$ cat config.mk
export PLATFORM = sky130hd
export DESIGN_NAME = alu_result_stage
export DESIGN_NICKNAME = d
export VERILOG_FILES = /design/src/rtl/alu_pkg.sv /design/src/rtl/alu_skid_fifo.sv /design/src/rtl/alu_result_stage.sv
export SDC_FILE = /design/constraint.sdc
export NUM_CORES = 1
export LEC_CHECK = 0
export ABC_AREA = 0
export BUFFER_PORTS_ARGS = -buffer_cell sky130_fd_sc_hd__clkbuf_2
export CORE_MARGIN = 2
export CORE_UTILIZATION = 35
export CTS_BUF_LIST = sky130_fd_sc_hd__clkbuf_8 sky130_fd_sc_hd__clkbuf_16
export CTS_CLUSTER_SIZE = 24
export DETAILED_ROUTE_END_ITERATION = 8
export GPL_TIMING_DRIVEN = 0
export PLACE_DENSITY = 0.65
export SETUP_SLACK_MARGIN = 0.05
export SYNTH_ARGS = -nofsm -noshare
export SYNTH_HDL_FRONTEND = slang
export SYNTH_SLANG_ARGS = --single-unit
export TNS_END_PERCENT = 5
$ cat constraint.sdc
create_clock -name clk_d -period 5.4 [get_ports clk_d]
set_input_delay 0.54 -clock clk_d [delete_from_list [all_inputs] [get_ports clk_d]]
set_output_delay 0.54 -clock clk_d [all_outputs]
set_load 0.005 [all_outputs]
$ cat src/rtl/alu_pkg.sv
`default_nettype none
// ============================================================================
// alu_pkg : shared types for the ALU result stage (opcodes, FIFO entry, depth)
// Revision : 1.0
// ============================================================================
package alu_pkg;

  localparam int RES_W      = 32;
  localparam int FIFO_DEPTH = 2;
  localparam int FIFO_CW    = $clog2(FIFO_DEPTH + 1);

  typedef enum logic [2:0] {
    OP_SUM = 3'd0,
    OP_DIF = 3'd1,
    OP_PRO = 3'd2,
    OP_QUO = 3'd3,
    OP_REM = 3'd4,
    OP_AND = 3'd5,
    OP_OR  = 3'd6,
    OP_XOR = 3'd7
  } alu_op_e;

  // Encoding equals the number of stored entries.
  typedef enum logic [FIFO_CW-1:0] {
    FIFO_EMPTY = FIFO_CW'(0),
    FIFO_ONE   = FIFO_CW'(1),
    FIFO_FULL  = FIFO_CW'(2)
  } fifo_state_e;

  typedef struct packed {
    logic [RES_W-1:0] res;
    alu_op_e          op;
    logic             zero;
    logic             div0;
  } alu_res_t;

  function automatic logic is_div_op(input alu_op_e op);
    return (op == OP_QUO) || (op == OP_REM);
  endfunction

endpackage
`default_nettype wire

$ cat src/rtl/alu_skid_fifo.sv
`default_nettype none
// ============================================================================
// alu_skid_fifo : 2-entry registered FIFO of ALU results, valid/ready both sides
// Revision : 1.0
// ============================================================================
module alu_skid_fifo
  import alu_pkg::*;
(
  input  logic     clk,
  input  logic     rstn,
  input  logic     i_valid,
  input  alu_res_t i_data,
  output logic     o_ready,
  output logic     o_valid,
  output alu_res_t o_data,
  input  logic     i_ready
);

  fifo_state_e state_q, state_d;
  alu_res_t    head_q, head_d;
  alu_res_t    tail_q, tail_d;
  logic        in_ready_q, in_ready_d;
  logic        out_valid_q, out_valid_d;
  logic        w_push;
  logic        w_pop;

  assign w_push = i_valid && in_ready_q;
  assign w_pop  = out_valid_q && i_ready;

  // head_q is the output register, so the data stays put while stalled or empty.
  always_comb begin
    state_d = state_q;
    head_d  = head_q;
    tail_d  = tail_q;
    case (state_q)
      FIFO_EMPTY: begin
        if (w_push) begin
          head_d  = i_data;
          state_d = FIFO_ONE;
        end
      end
      FIFO_ONE: begin
        if (w_push && w_pop) begin
          head_d = i_data;
        end else if (w_push) begin
          tail_d  = i_data;
          state_d = FIFO_FULL;
        end else if (w_pop) begin
          state_d = FIFO_EMPTY;
        end
      end
      FIFO_FULL: begin
        if (w_pop) begin
          head_d  = tail_q;
          state_d = FIFO_ONE;
        end
      end
      default: state_d = FIFO_EMPTY;
    endcase
    in_ready_d  = (state_d != FIFO_FULL);
    out_valid_d = (state_d != FIFO_EMPTY);
  end

  always_ff @(posedge clk) begin
    if (!rstn) begin
      state_q     <= FIFO_EMPTY;
      head_q      <= '0;
      tail_q      <= '0;
      in_ready_q  <= 1'b1;
      out_valid_q <= 1'b0;
    end else begin
      state_q     <= state_d;
      head_q      <= head_d;
      tail_q      <= tail_d;
      in_ready_q  <= in_ready_d;
      out_valid_q <= out_valid_d;
    end
  end

  assign o_ready = in_ready_q;
  assign o_valid = out_valid_q;
  assign o_data  = head_q;

endmodule
`default_nettype wire

$ cat src/rtl/alu_result_stage.sv
`default_nettype none
// ============================================================================
// alu_result_stage : selects the ALU result by opcode, adds flags, buffers it
// Revision : 1.0
// ============================================================================
module alu_result_stage
  import alu_pkg::*;
#(
  parameter int DW    = 32,  // must equal RES_W of the FIFO entry
  parameter int CNT_W = 16
) (
  input  logic             clk_d,
  input  logic             rstn_d,
  input  logic [2:0]       op_d,
  input  logic [15:0]      m_d,
  input  logic [DW-1:0]    sum_d,
  input  logic [DW-1:0]    dif_d,
  input  logic [DW-1:0]    pro_d,
  input  logic [DW-1:0]    quo_d,
  input  logic [DW-1:0]    rem_d,
  input  logic [DW-1:0]    and_d,
  input  logic [DW-1:0]    or_d,
  input  logic [DW-1:0]    xor_d,
  input  logic             in_valid_d,
  output logic             in_ready_d,
  output logic [DW-1:0]    res_d,
  output logic             zero_d,
  output logic             div0_d,
  output logic [2:0]       op_out_d,
  output logic             out_valid_d,
  input  logic             out_ready_d,
  output logic [CNT_W-1:0] count_d
);

  alu_op_e          w_op;
  logic [DW-1:0]    w_bus;
  logic             w_div0;
  logic             w_accept;
  alu_res_t         w_entry;
  alu_res_t         w_head;
  logic [CNT_W-1:0] acc_cnt_q, acc_cnt_d;

  always_comb begin
    w_op  = alu_op_e'(op_d);
    w_bus = '0;
    case (w_op)
      OP_SUM:  w_bus = sum_d;
      OP_DIF:  w_bus = dif_d;
      OP_PRO:  w_bus = pro_d;
      OP_QUO:  w_bus = quo_d;
      OP_REM:  w_bus = rem_d;
      OP_AND:  w_bus = and_d;
      OP_OR:   w_bus = or_d;
      OP_XOR:  w_bus = xor_d;
      default: w_bus = '0;
    endcase
    // A divide by zero stores 0, so the zero flag follows from the stored value.
    w_div0        = is_div_op(w_op) && (m_d == 16'd0);
    w_entry       = '0;
    w_entry.res   = w_div0 ? '0 : w_bus;
    w_entry.op    = w_op;
    w_entry.div0  = w_div0;
    w_entry.zero  = (w_entry.res == '0);
  end

  assign w_accept  = in_valid_d && in_ready_d;
  assign acc_cnt_d = acc_cnt_q + CNT_W'(w_accept);

  always_ff @(posedge clk_d) begin
    if (!rstn_d) begin
      acc_cnt_q <= '0;
    end else begin
      acc_cnt_q <= acc_cnt_d;
    end
  end

  alu_skid_fifo u_fifo (
    .clk     (clk_d),
    .rstn    (rstn_d),
    .i_valid (in_valid_d),
    .i_data  (w_entry),
    .o_ready (in_ready_d),
    .o_valid (out_valid_d),
    .o_data  (w_head),
    .i_ready (out_ready_d)
  );

  assign res_d    = w_head.res;
  assign zero_d   = w_head.zero;
  assign div0_d   = w_head.div0;
  assign op_out_d = w_head.op;
  assign count_d  = acc_cnt_q;

endmodule
`default_nettype wire

==> results of run 1 <==
Yosys cell counts, types with 6 or more instances:
| library cell | number |
|---|---|
| sky130_fd_sc_hd__inv_1 | 8 |
| sky130_fd_sc_hd__nor2_1 | 98 |
| sky130_fd_sc_hd__buf_2 | 15 |
| sky130_fd_sc_hd__clkbuf_1 | 38 |
| sky130_fd_sc_hd__mux4_2 | 34 |
| sky130_fd_sc_hd__o21ai_0 | 40 |
| sky130_fd_sc_hd__mux2i_1 | 50 |
| sky130_fd_sc_hd__a21oi_1 | 49 |
| sky130_fd_sc_hd__o311ai_0 | 8 |
| sky130_fd_sc_hd__dfxtp_1 | 94 |
| sky130_fd_sc_hd__or3_1 | 15 |
| sky130_fd_sc_hd__nor2b_1 | 9 |
| sky130_fd_sc_hd__mux2_2 | 12 |
| sky130_fd_sc_hd__a211oi_1 | 17 |
| sky130_fd_sc_hd__nand2_1 | 108 |
| sky130_fd_sc_hd__nand4_1 | 7 |
| sky130_fd_sc_hd__o22ai_1 | 6 |
| sky130_fd_sc_hd__o211ai_1 | 18 |
| sky130_fd_sc_hd__nor4_1 | 6 |
| sky130_fd_sc_hd__nand3_1 | 15 |
layout make-up:
class                   count  area (µm²)  share of cell area, %
diodes                      2        5.00                 0.0602
clock inverters             5        50.0                  0.602
well taps                 225         282                   3.38
flip-flops and latches     94        1880                   22.6
multi-input cells         558        3840                   46.2
plain buffers              63         293                   3.52
repair buffers            334        1680                   20.2
inverters                   9        33.8                  0.406
clock buffers              11         253                   3.04
how the worst max path moves through the flow:
stage	to	depth (start not counted)	slack, ps	start
2_1_floorplan	u_fifo.o_data[1]	11	2630	op_d[1]
3_3_place_gp	u_fifo.o_data[5]	9	1370	op_d[2]
3_5_place_dp	u_fifo.o_data[1]	11	1900	op_d[1]
4_1_cts	u_fifo.o_data[1]	11	2250	op_d[1]
5_1_grt	u_fifo.o_data[1]	11	1960	op_d[1]
6_report	u_fifo.o_data[1]	10	2180	op_d[2]
cell usage in the layout, fill, tap and decap left out, types with 18 or more instances in the layout:
master | Yosys | layout
sky130_fd_sc_hd__dfxtp_1 | 94 | 94
sky130_fd_sc_hd__mux2i_1 | 50 | 50
sky130_fd_sc_hd__o21ai_0 | 40 | 40
sky130_fd_sc_hd__nand2_1 | 108 | 108
sky130_fd_sc_hd__clkbuf_1 | 38 | 38
sky130_fd_sc_hd__buf_2 | 15 | 18
sky130_fd_sc_hd__mux4_2 | 34 | 34
sky130_fd_sc_hd__clkbuf_2 | 0 | 330
sky130_fd_sc_hd__nor2_1 | 98 | 98
sky130_fd_sc_hd__a21oi_1 | 49 | 49
sky130_fd_sc_hd__o211ai_1 | 18 | 18
registers in the layout, summed over array words and instances (netlist names):
signal and cells:
count_d 16, u_fifo.o_data 37, u_fifo.o_ready 1, u_fifo.o_valid 1, u_fifo.state_q 2, u_fifo.tail_q 37
worst max-delay path: stages:
cell                      delay (ps)
sky130_fd_sc_hd__buf_2           170
sky130_fd_sc_hd__inv_1           100
sky130_fd_sc_hd__buf_2           240
sky130_fd_sc_hd__buf_1           570
sky130_fd_sc_hd__mux2_2          440
sky130_fd_sc_hd__nor4_1          440
sky130_fd_sc_hd__nand4_1         150
sky130_fd_sc_hd__nor4_1          270
sky130_fd_sc_hd__a31oi_1         210
sky130_fd_sc_hd__o41ai_2         320
layer usage:
| metal | vias to the layer above | GRT usage [%] | share of wire [%] |
|---|---|---|---|
| met1 | 3324 | 36.9 | 41 |
| met2 | 351 | 47.1 | 47 |
| li1 | 3331 | - | - |
| met3 | 60 | 5.87 | 7.8 |
| met4 | 0 | 12.5 | 4.0 |
| met5 | - | 0 | 0 |
through the flow:
step | cells | hold slack [ps] | util (%) | worst slack [ps]
after CTS | 1299 | 456 | 48.6 | 2250
after floorplan | 724 | 436 | - | 2630
after global routing | 1300 | 474 | 48.6 | 1960
final | 1301 | 455 | 48.6 | 2180
after detailed placement | 1283 | 447 | 46.8 | 1900
after global placement | 1279 | 441 | 46.6 | 1370
cells by family (layout without fill, tap and decap cells):
group                    count (synthesis)  count (layout)  share of synthesized area, %
flip-flops                              94              94                          31.1
AND/OR/NAND/NOR                        279             279                          20.1
buffers and inverters                   72             422                          5.40
AO/OA/AOI/OAI                          172             172                          18.5
XOR/XNOR                                 9               9                          1.30
adder cells (fa/ha/maj)                  2               2                         0.414
multiplexers                            96              96                          23.2
other                                    0               2                             0
where the power goes:
part	total [mW]	switching [mW]	internal (mW)
Sequential	0.792	0.0355	0.757
Combinational	0.598	0.326	0.271
Clock	0.641	0.261	0.380
==> impl.org, run 1 <==
** Power and ir drop
- IR analysis of the VDD net gives a maximum drop of 0.000175 V.
- Total power divided by cell area :: 244 nW/µm²
- Design Power :: 2.03 mW
- In this run the static leakage power is 3.74 nW.

** STA
- Max frequency :: 311 MHz
- The final number of max-transition violations is 0.
- # setup viols final :: 0
- Number of hold-slack violations in the final timing report :: 0
- Post-Route Setup TNS :: 0 ps
- The worst pin sits at a relative slew slack of 48.0%.
- Setup repair after global routing left no endpoint under its margin.
- Clk_skew :: 7.18 ps
- For the pin with the worst max-slew slack, the measured transition is 780 ps.
- In the finished design, the share of the clock period the worst path needs comes to 59.6%.
- Post-layout minimum cycle time :: 3220 ps

** Floorplanning
- Die height :: 135 µm
- During I/O placement, the number of pins put on the boundary was 334.
- Floorplan core area :: 17100 µm²
- Standard-cell row count :: 48
- Horizontal die dimension :: 135 µm
- Once the floorplan was initialized, standard cells occupied 35.3% of the core.
- The die covers 18300 µm².

** Clock tree
- Post-CTS Repair Setup Buffers :: 0
- H-tree depth :: 3
- The clock reaches the later pin of the worst-skew pair after 340 ps.
- After clock tree synthesis, the flow added hold-fix buffers numbering 0.
- Total clock sinks :: 94
- Post-cts repair resize count :: 0
- TritonCTS created 9 clock buffers.
- TritonCTS built the clock tree.
- The root buffer cell chosen for the clock tree is sky130_fd_sc_hd__clkbuf_16.
- No sink is reached through more buffers than the 2 on the longest clock path.
- Clock slew at the register clock pins of the worst setup and hold paths :: 60 ps

** Setup path
- Arrival time worst endpoint :: 3460 ps
- For the worst flop-to-flop path, the logic depth is 9.
- At the worst endpoint, the required time is 5640 ps.
- Along the worst path, the maximum fanout reaches 10.
- Worst reg2reg path endpoint :: u_fifo.o_data[32]
- Register-to-Register Setup Slack :: 2950 ps
- Critical path class :: in2reg
- Capturing element type of the critical path :: flop
- In this run the critical register-to-register path is launched from u_fifo.o_valid.
- STA classifies the critical path startpoint as an input pin.

** Detailed routing
- DR DRC count :: 0
- The detail route stage leaves a number of antenna-violating nets equal to 0.
- For this block, the routed nets add up to 26600 µm of wire.
- For this block, the initial DRC count from the detailed router was 502.
- Number of search-and-repair iterations in the first detailed-routing pass :: 5
- In the routed layout, each cell is associated on average with a via count of 5.43.
- The final route contains 7066 vias.
- After detailed routing, the average wire length per cell comes to 20.5 µm.

** GRT
- Initial antenna violation count :: 1
- Entering global routing, the biggest net connects 15 pins.
- The via count of the first global-routing pass is 6824.
- Wire length of the first global-routing pass :: 39500 µm
- For this run, the total global-route usage over all layers was measured as 28.8%.
- Total gr overflow :: 0

** Synth
- For this run, the register share of the synthesized area comes to 31.1%.
- Most common flop cell mapped by yosys :: sky130_fd_sc_hd__dfxtp_1
- Counting every net in the synthesized netlist gives 1005.
- Number of distinct standard cells referenced by the synthesized netlist :: 56
- Cells after synthesis :: 724
- In the synthesized netlist the async set-or-reset flop fraction comes to 0%.
- Syn. warnings :: 0
- Combined area of all synthesized cells :: 6050 µm²
- Synthesis inferred 94 register bits.
- Sorting the synthesized cells by area gives the leading types as sky130_fd_sc_hd__dfxtp_1 31%, sky130_fd_sc_hd__mux4_2 13%, sky130_fd_sc_hd__mux2i_1 8.3%, sky130_fd_sc_hd__nand2_1 6.7%, sky130_fd_sc_hd__nor2_1 6.1%.
- Synthesized area divided by synthesized cell count :: 8.35 µm²
- Synth top area share :: 31.1%
- Number of flops mapped to enable cells by yosys :: 0
- The biggest area contributor in the post-synthesis netlist is sky130_fd_sc_hd__dfxtp_1.

** Finish
- Compared with the post-synthesis result, the final layout area differs by 37.5%.
- Design area :: 8320 µm²
- The filler cells instantiated in the layout total 1730.
- Final-stage net count :: 1350
- Share of layout cells above drive strength 1 :: 39.3%

** Place
- Post-detail-place hpwl :: 22100 µm
- Once placement finished, the instance area stood at 8010 µm².
- Input/output buffers :: 330
- GP Congestion :: 0.898

** Status
- The run finished with clean final reports.

** Min path
- In this run the worst hold path is classified as reg2reg.
- In this run the most critical hold path is launched from u_fifo.tail_q[4].
- The worst hold path terminates at u_fifo.tail_q[4].
- Along the worst hold path, the cell count comes to 2.

** Job
- Across the run, the number of max-cap violations was 0.
(Power assumes the default switching activity.)
==> run 2: changes to the inputs <==
- clock period: 5.4 -> 2.97 ns (I/O delays scaled with it)
==> run 2 against run 1 <==
  * Utilization increased by 0.18 points
  * Combinational power increased by 82%
  * Largest power group unchanged
  * Register-to-register slack worse by 2400 ps
  * Clock skew about the same
  * Critical endpoint unchanged
==> impl.org, run 2 (synthesis results as in run 1) <==
** Setup path
- The setup slack on the worst flop-to-flop path was 530 ps (was 2950 ps).
- Peak fanout along the critical path :: 10 (unchanged)
- The endpoint of the worst register-to-register path was u_fifo.o_data[32] (unchanged).
- The endpoint kind of the worst setup timing path is a flop (unchanged).
- Critical path class :: in2reg (unchanged)
- The required time of the worst setup path was 3210 ps (was 5640 ps).
- The startpoint class of the critical path is an input pin (unchanged).
- The endpoint arrival time on the critical path came to 2910 ps (was 3460 ps).
- The startpoint of the lowest-slack register-to-register path is u_fifo.o_valid (unchanged).
- FF-to-FF path depth :: 9 (unchanged)

** Min path
- Number of cells on the worst hold path :: 2 (unchanged)
- The beginning of the worst hold path is rstn_d (was u_fifo.tail_q[4]).
- Min-delay worst type :: in2reg (was reg2reg)
- The worst-case hold path end point is u_fifo.o_data[17] (was u_fifo.tail_q[4]).

** Detailed routing
- Detail-routed via count per cell :: 5.45 (was 5.43)
- Top routing layer in use :: met4 (unchanged)
- The routed length on met3 is 2230 µm (was 2070 µm).
- DRT iter0 DRCs :: 454 (was 502)
- The detailed-routing iteration count for the pre-antenna-repair pass is 5 (unchanged).
- Vias post-DR :: 7097 (was 7066)
- Wire length the detailed router placed on met1 :: 10800 µm (was 11000 µm)
- The DRC violation count after routing came to 0 (unchanged).
- Number of nets with antenna violations after routing :: 0 (unchanged)
- Drt wl/cell :: 20.4 µm (was 20.5 µm)
- The wire length on met2 came to 12500 µm (about the same).
- Final wirelength :: 26600 µm (about the same)

** STA
- Unrepaired setup endpoints after global routing: false (unchanged).
- Post-Route Setup TNS :: 0 ps (unchanged)
- The final number of max-transition violations is 0 (unchanged).
- The worst hold-check slack came to 282 ps (was 455 ps).
- The worst path in the final design needs a cycle of 2670 ps, including I/O delays and setup.
- Number of hold-slack violations in the final timing report :: 0 (unchanged)
- The transition time at the pin with the least slew margin is 782 ps (was 780 ps).
- Clk_skew :: 6.78 ps (was 7.18 ps)
- # setup viols final :: 0 (unchanged)
- Post-route setup slack :: 304 ps (was 2180 ps)
- The headroom to the max-slew limit came to 47.9% (was 48.0%).
- After layout, the worst path uses 89.8% of the clock period.
- Max frequency :: 375 MHz

** Finish
- The fill cell total of the finished layout is 1727 (was 1730).
- The most common cell after layout, fill and taps aside is sky130_fd_sc_hd__clkbuf_2 (unchanged).
- The layout net count was 1350 (unchanged).
- The ratio of cells with drive above 1 in the final layout is 39.8% (was 39.3%).
- Synthesis-to-finish area growth :: 38.1% (was 37.5%)
- The share of the core filled with cells was 48.8% (was 48.6%).
- Commonest cells after routing, fill and taps aside :: 332 x sky130_fd_sc_hd__clkbuf_2, 108 x sky130_fd_sc_hd__nand2_1, 98 x sky130_fd_sc_hd__nor2_1, 94 x sky130_fd_sc_hd__dfxtp_1 (was 330 x sky130_fd_sc_hd__clkbuf_2, 108 x sky130_fd_sc_hd__nand2_1, 98 x sky130_fd_sc_hd__nor2_1, 94 x sky130_fd_sc_hd__dfxtp_1, 50 x sky130_fd_sc_hd__mux2i_1)
- Design area :: 8350 µm² (was 8320 µm²)
- The number of non-filler instances in the completed layout was 1302 (was 1301).

** Floorplanning
- Horizontal die dimension :: 135 µm (unchanged)
- The starting density of the core was 35.3% (unchanged).
- Die height :: 135 µm (unchanged)
- Floorplan core area :: 17100 µm² (unchanged)
- The standard-cell row count came to 48 (unchanged).
- The die outline area was 18300 µm² (unchanged).
- The count of boundary I/O pins was 334 (unchanged).

** GRT
- The combined global-route utilization of all metal layers came to 28.8% (unchanged).
- The via count of the first global-routing pass was 6824 (unchanged).
- The number of antenna violations at the first check in global routing is 1 (unchanged).
- The total global routing overflow was 0 (unchanged).
- Wire length of the first global-routing pass :: 39500 µm (unchanged)
- Largest net degree at the start of global routing :: 15 (unchanged)

** Clock tree
- Root Buffer Master :: sky130_fd_sc_hd__clkbuf_16 (unchanged)
- The clock latency of the later-clocked register in the worst-skew pair is 340 ps (about the same).
- Clock slew at the register clock pins of the worst setup and hold paths :: 60 ps (about the same)
- The number of buffers on the longest clock path was 2 (unchanged).
- The number of hold-repair buffers added at the cts stage is 0 (unchanged).
- Number of buffers created by CTS :: 9 (unchanged)
- CTS tree :: yes (unchanged)
- The sink count of the clock tree is 94 (unchanged).
- H-tree depth :: 3 (unchanged)

** Power and ir drop
- The total power draw is 3.70 mW (was 2.03 mW).
- Total power divided by cell area :: 443 nW/µm² (was 244 nW/µm²)
- The worst vdd rail ir drop is 0.000318 V (was 0.000175 V).
- P_leak :: 3.75 nW (was 3.74 nW)

** Place
- Input/output buffers :: 330 (unchanged)
- The HPWL after detailed placement was 22100 µm (unchanged).
- The total instance count after detailed placement came to 1283 (unchanged).
- Placed cell area :: 8010 µm² (unchanged)
- GP Congestion :: 0.898 (unchanged)
- The worst setup slack before clock tree synthesis was -288 ps (was 1900 ps).

** Job
- Max cap viols :: 0 (unchanged)

** Status
- Outcome :: complete, no violations (unchanged)
==> run 2: area by class of cell <==
type                       count  area [µm²]  share of cell area [%]
multi-input combinational    558        3860                    46.2
tap                          225         282                    3.37
clock inverter                 5        50.0                   0.599
buffer                        62         298                    3.57
sequential                    94        1880                    22.5
timing repair buffer         335        1680                    20.2
inverter                       9        33.8                   0.405
antenna                        3        7.51                  0.0899
clock buffer                  11         253                    3.03
==> run 2: how the worst max path moves through the flow <==
stage                        from                to
after floorplan           op_d[1]  u_fifo.o_data[1]
after global placement    op_d[2]  u_fifo.o_data[5]
after detailed placement  op_d[1]  u_fifo.o_data[1]
after CTS                 op_d[1]  u_fifo.o_data[1]
after global routing      op_d[1]  u_fifo.o_data[1]
final                     op_d[2]  u_fifo.o_data[1]
==> run 2: where the power goes <==
part	switching, mW	total (mW)	internal [mW]
clock network	0.475	1.17	0.691
registers	0.0642	1.44	1.38
logic	0.594	1.09	0.498
total	1.13	3.70	2.57
==> run 2: critical path, stage by stage <==
cell	delay, ps
sky130_fd_sc_hd__buf_2	170
sky130_fd_sc_hd__inv_1	100
sky130_fd_sc_hd__buf_2	240
sky130_fd_sc_hd__clkbuf_2	350
sky130_fd_sc_hd__buf_2	410
sky130_fd_sc_hd__mux2i_1	390
sky130_fd_sc_hd__nand4_1	120
sky130_fd_sc_hd__nor4_1	270
sky130_fd_sc_hd__a31oi_1	210
sky130_fd_sc_hd__o41ai_2	330
==> run 2: repair_timing <==
action,CTS,global route
gates resized for setup,0,10
endpoints found under the setup margin,0,3
setup buffers,0,1
==> run 2: layer usage <==
| metal | GRT usage [%] | up-vias |
|---|---|---|
| li1 | - | 3334 |
| met1 | 36.9 | 3337 |
| met2 | 47.1 | 363 |
| met3 | 5.87 | 63 |
| met4 | 12.5 | 0 |
| met5 | 0 | - |
==> run 3: changes to the inputs <==
- RECOVER_POWER: unset -> 100
==> run 3 against run 2 <==
  * Sequential power is essentially flat
  * Sequential cell count unchanged
  * Combinational power is essentially flat
  * Final cell count about the same
  * Clock power hardly changed
  * Via count is 0.72% lower
  * Utilization shrank 0.33 points
  * Sequential share of layout area rose by 0.15 points
  * Non-clock buffer count unchanged
  * Power is 0.43% lower
  * Wire length grew 0.52%
  * Register-to-register slack hardly changed
  * Critical path type unchanged
  * Largest power group unchanged
==> impl.org, run 3 (synthesis results as in run 1) <==
** STA
- The final clock skew was 5.70 ps (was 6.78 ps).
- Post-route setup slack :: 302 ps (was 304 ps)
- Post-Route Setup TNS :: 0 ps (unchanged)
- Max frequency :: 375 MHz (about the same)
- Ratio of final minimum period to clock period :: 89.8% (about the same)
- The final count of hold timing violations came to 0 (unchanged).
- The final setup violation count came to 0 (unchanged).
- The minimum clock period after layout came to 2670 ps (about the same).
- The headroom to the max-slew limit was 48.2% (was 47.9%).
- The final number of max-transition violations was 0 (unchanged).
- The transition time at the pin with the least slew margin is 777 ps (was 782 ps).
- The worst hold-check slack is 338 ps (was 282 ps).
- Unrepaired setup endpoints after global routing: false (unchanged).

** Power and ir drop
- The part of the power in the clock network came to 31.6% (was 31.5%).
- The design internal power is 2.55 mW (was 2.57 mW).
- Total power divided by cell area :: 444 nW/µm² (was 443 nW/µm²)
- Design Power :: 3.68 mW (was 3.70 mW)
- Power share of the sequential group :: 39.1% (was 38.9%)
- Switching fraction of total power :: 30.8% (was 30.6%)
- Net switching power :: 1.14 mW (was 1.13 mW)
- The static leakage came to 3.61 nW (was 3.75 nW).
- Max rail drop VDD :: 0.000318 V (about the same)
- The power share of the combinational group came to 29.3% (was 29.5%).

** Floorplanning
- The die outline area is 18300 µm² (unchanged).
- Number of I/O pins :: 334 (unchanged)
- Die height :: 135 µm (unchanged)
- The die width came to 135 µm (unchanged).
- Floorplan core area :: 17100 µm² (unchanged)
- Standard-cell row count :: 48 (unchanged)
- The starting density of the core was 35.3% (unchanged).

** Finish
- Leading cell type in the layout, fill and taps excluded :: sky130_fd_sc_hd__clkbuf_2 (unchanged)
- The fill cell total of the finished layout came to 1744 (was 1727).
- Commonest cells after routing, fill and taps aside :: 290 x sky130_fd_sc_hd__clkbuf_2, 108 x sky130_fd_sc_hd__nand2_1, 98 x sky130_fd_sc_hd__nor2_1, 94 x sky130_fd_sc_hd__dfxtp_1, 79 x sky130_fd_sc_hd__clkbuf_1 (was 332 x sky130_fd_sc_hd__clkbuf_2, 108 x sky130_fd_sc_hd__nand2_1, 98 x sky130_fd_sc_hd__nor2_1, 94 x sky130_fd_sc_hd__dfxtp_1)
- The multi-input logic area is 3860 µm² (unchanged).
- Final-stage net count :: 1350 (unchanged)
- Share of layout cells above drive strength 1 :: 35.8% (was 39.8%)
- The synthesis-to-layout area growth was 37.1% (was 38.1%).
- Total area of sequential cells :: 1880 µm² (unchanged)
- Final Instance Count excl. Fillers :: 1301 (was 1302)

** Setup path
- The number of cells on the worst reg-to-reg path came to 9 (unchanged).
- The endpoint arrival time on the critical path is 2910 ps (about the same).
- Peak fanout along the critical path :: 10 (unchanged)
- Worst reg2reg path endpoint :: u_fifo.o_data[32] (unchanged)
- Required time of the critical path :: 3210 ps (about the same)
- The startpoint of the lowest-slack register-to-register path was u_fifo.o_valid (unchanged).
- Startpoint type of the worst setup path :: input pin (unchanged)
- The endpoint kind of the worst setup timing path is a flop (unchanged).
- The worst setup path startpoint is op_d[0] (was op_d[2]).
- The class of the most critical setup path is in2reg (unchanged).
- Register-to-Register Setup Slack :: 540 ps (was 530 ps)
- The timing endpoint of the critical path was u_fifo.o_data[1] (unchanged).

** Place
- The total instance count after detailed placement is 1283 (unchanged).
- The number of buffers added on ports is 330 (unchanged).
- The HPWL after detailed placement is 22100 µm (unchanged).
- The routability-driven placement congestion ratio was 0.898 (unchanged).
- The worst setup slack before clock tree synthesis came to -288 ps (unchanged).

** Clock tree
- Hold-fix buffers at CTS :: 0 (unchanged)
- The clock latency of the later-clocked register in the worst-skew pair was 340 ps (about the same).
- Number of buffers created by CTS :: 9 (unchanged)
- CTS tree :: yes (unchanged)
- Total clock sinks :: 94 (unchanged)
- H-tree depth :: 3 (unchanged)
- Root Buffer Master :: sky130_fd_sc_hd__clkbuf_16 (unchanged)
- Clock Path Buffers :: 2 (unchanged)
- Clock slew at the register clock pins of the worst setup and hold paths :: 60 ps (about the same)

** GRT
- The first-pass GRT wire length was 39500 µm (unchanged).
- Total gr overflow :: 0 (unchanged)
- Global router's overall resource usage :: 28.8% (unchanged)
- The largest net degree at the start of global routing was 15 (unchanged).
- The via count of the first global-routing pass is 6824 (unchanged).
- The number of antenna violations at the first check in global routing came to 1 (unchanged).

** Detailed routing
- Vias post-DR :: 7046 (was 7097)
- The total wire length after detailed routing is 26700 µm (was 26600 µm).
- Detail-routed via count per cell :: 5.42 (was 5.45)
- The number of design-rule violations left by the first detailed-router iteration is 445 (was 454).
- The remaining antenna violation count was 0 (unchanged).
- DR DRC count :: 0 (unchanged)
- Drt wl/cell :: 20.5 µm (was 20.4 µm)
- The detailed-routing iteration count for the pre-antenna-repair pass is 4 (was 5).

** Status
- Outcome :: complete, no violations (unchanged)

** Min path
- Number of cells on the worst hold path :: 2 (unchanged)
- Min-delay worst type :: in2reg (unchanged)

** Job
- The max-capacitance violation count came to 0 (unchanged).
[run 3: worst max-delay path: stages]
cell	delay, ps
sky130_fd_sc_hd__buf_6	110
sky130_fd_sc_hd__buf_6	170
sky130_fd_sc_hd__buf_2	310
sky130_fd_sc_hd__buf_2	340
sky130_fd_sc_hd__buf_2	280
sky130_fd_sc_hd__mux2i_1	450
sky130_fd_sc_hd__nand3_1	140
sky130_fd_sc_hd__nor2_1	120
sky130_fd_sc_hd__and3_1	180
sky130_fd_sc_hd__a31oi_1	170
sky130_fd_sc_hd__o41ai_2	320
[run 3: power by group through the flow]
stage	Clock [mW]	Sequential, mW	Combinational, mW
2_1_floorplan	0	1.46	0.572
3_3_place_gp	0	1.47	1.06
3_5_place_dp	0	1.47	1.08
4_1_cts	1.18	1.44	1.08
5_1_grt	1.24	1.45	1.18
6_report	1.17	1.44	1.08
[run 3: worst min-delay path by stage]
| stage | startpoint | endpoint | slack, ps |
|---|---|---|---|
| floorplan | rstn_d | u_fifo.o_ready | 400 |
| global placement | u_fifo.tail_q[29] | u_fifo.tail_q[29] | 440 |
| detailed placement | u_fifo.tail_q[25] | u_fifo.tail_q[25] | 450 |
| CTS | rstn_d | u_fifo.o_ready | 280 |
| global route | rstn_d | u_fifo.o_data[17] | 370 |
| finish | rstn_d | u_fifo.o_data[17] | 340 |
[run 3: metal layers]
metal	global-route usage (%)	vias up	part of all wire, %
met5	0	-	0
met4	12.5	0	4.1
met3	5.87	61	7.9
met2	47.1	348	47
met1	36.9	3313	41
li1	-	3324	-
[run 3: stage by stage]
stage | util, % | cell area (µm²)
floorplan | - | 6050
global route | 48.4 | 8290
detailed placement | 46.8 | 8010
global placement | 46.6 | 7980
CTS | 48.6 | 8310
finish | 48.5 | 8290
[run 3: area by class of cell]
class / count / share of cell area, %
sequential: 94 / 22.7
clock buffer: 11 / 3.05
tap: 225 / 3.39
antenna: 2 / 0.0603
buffer: 62 / 3.58
clock inverter: 5 / 0.603
timing repair buffer: 335 / 19.7
inverter: 9 / 0.407
multi-input combinational: 558 / 46.6
[run 3: timing repair]
item / 4_1_cts / 5_1_grt
buffers inserted: 0 / 1
endpoints found under the setup margin: 0 / 3
resized for setup: 0 / 10
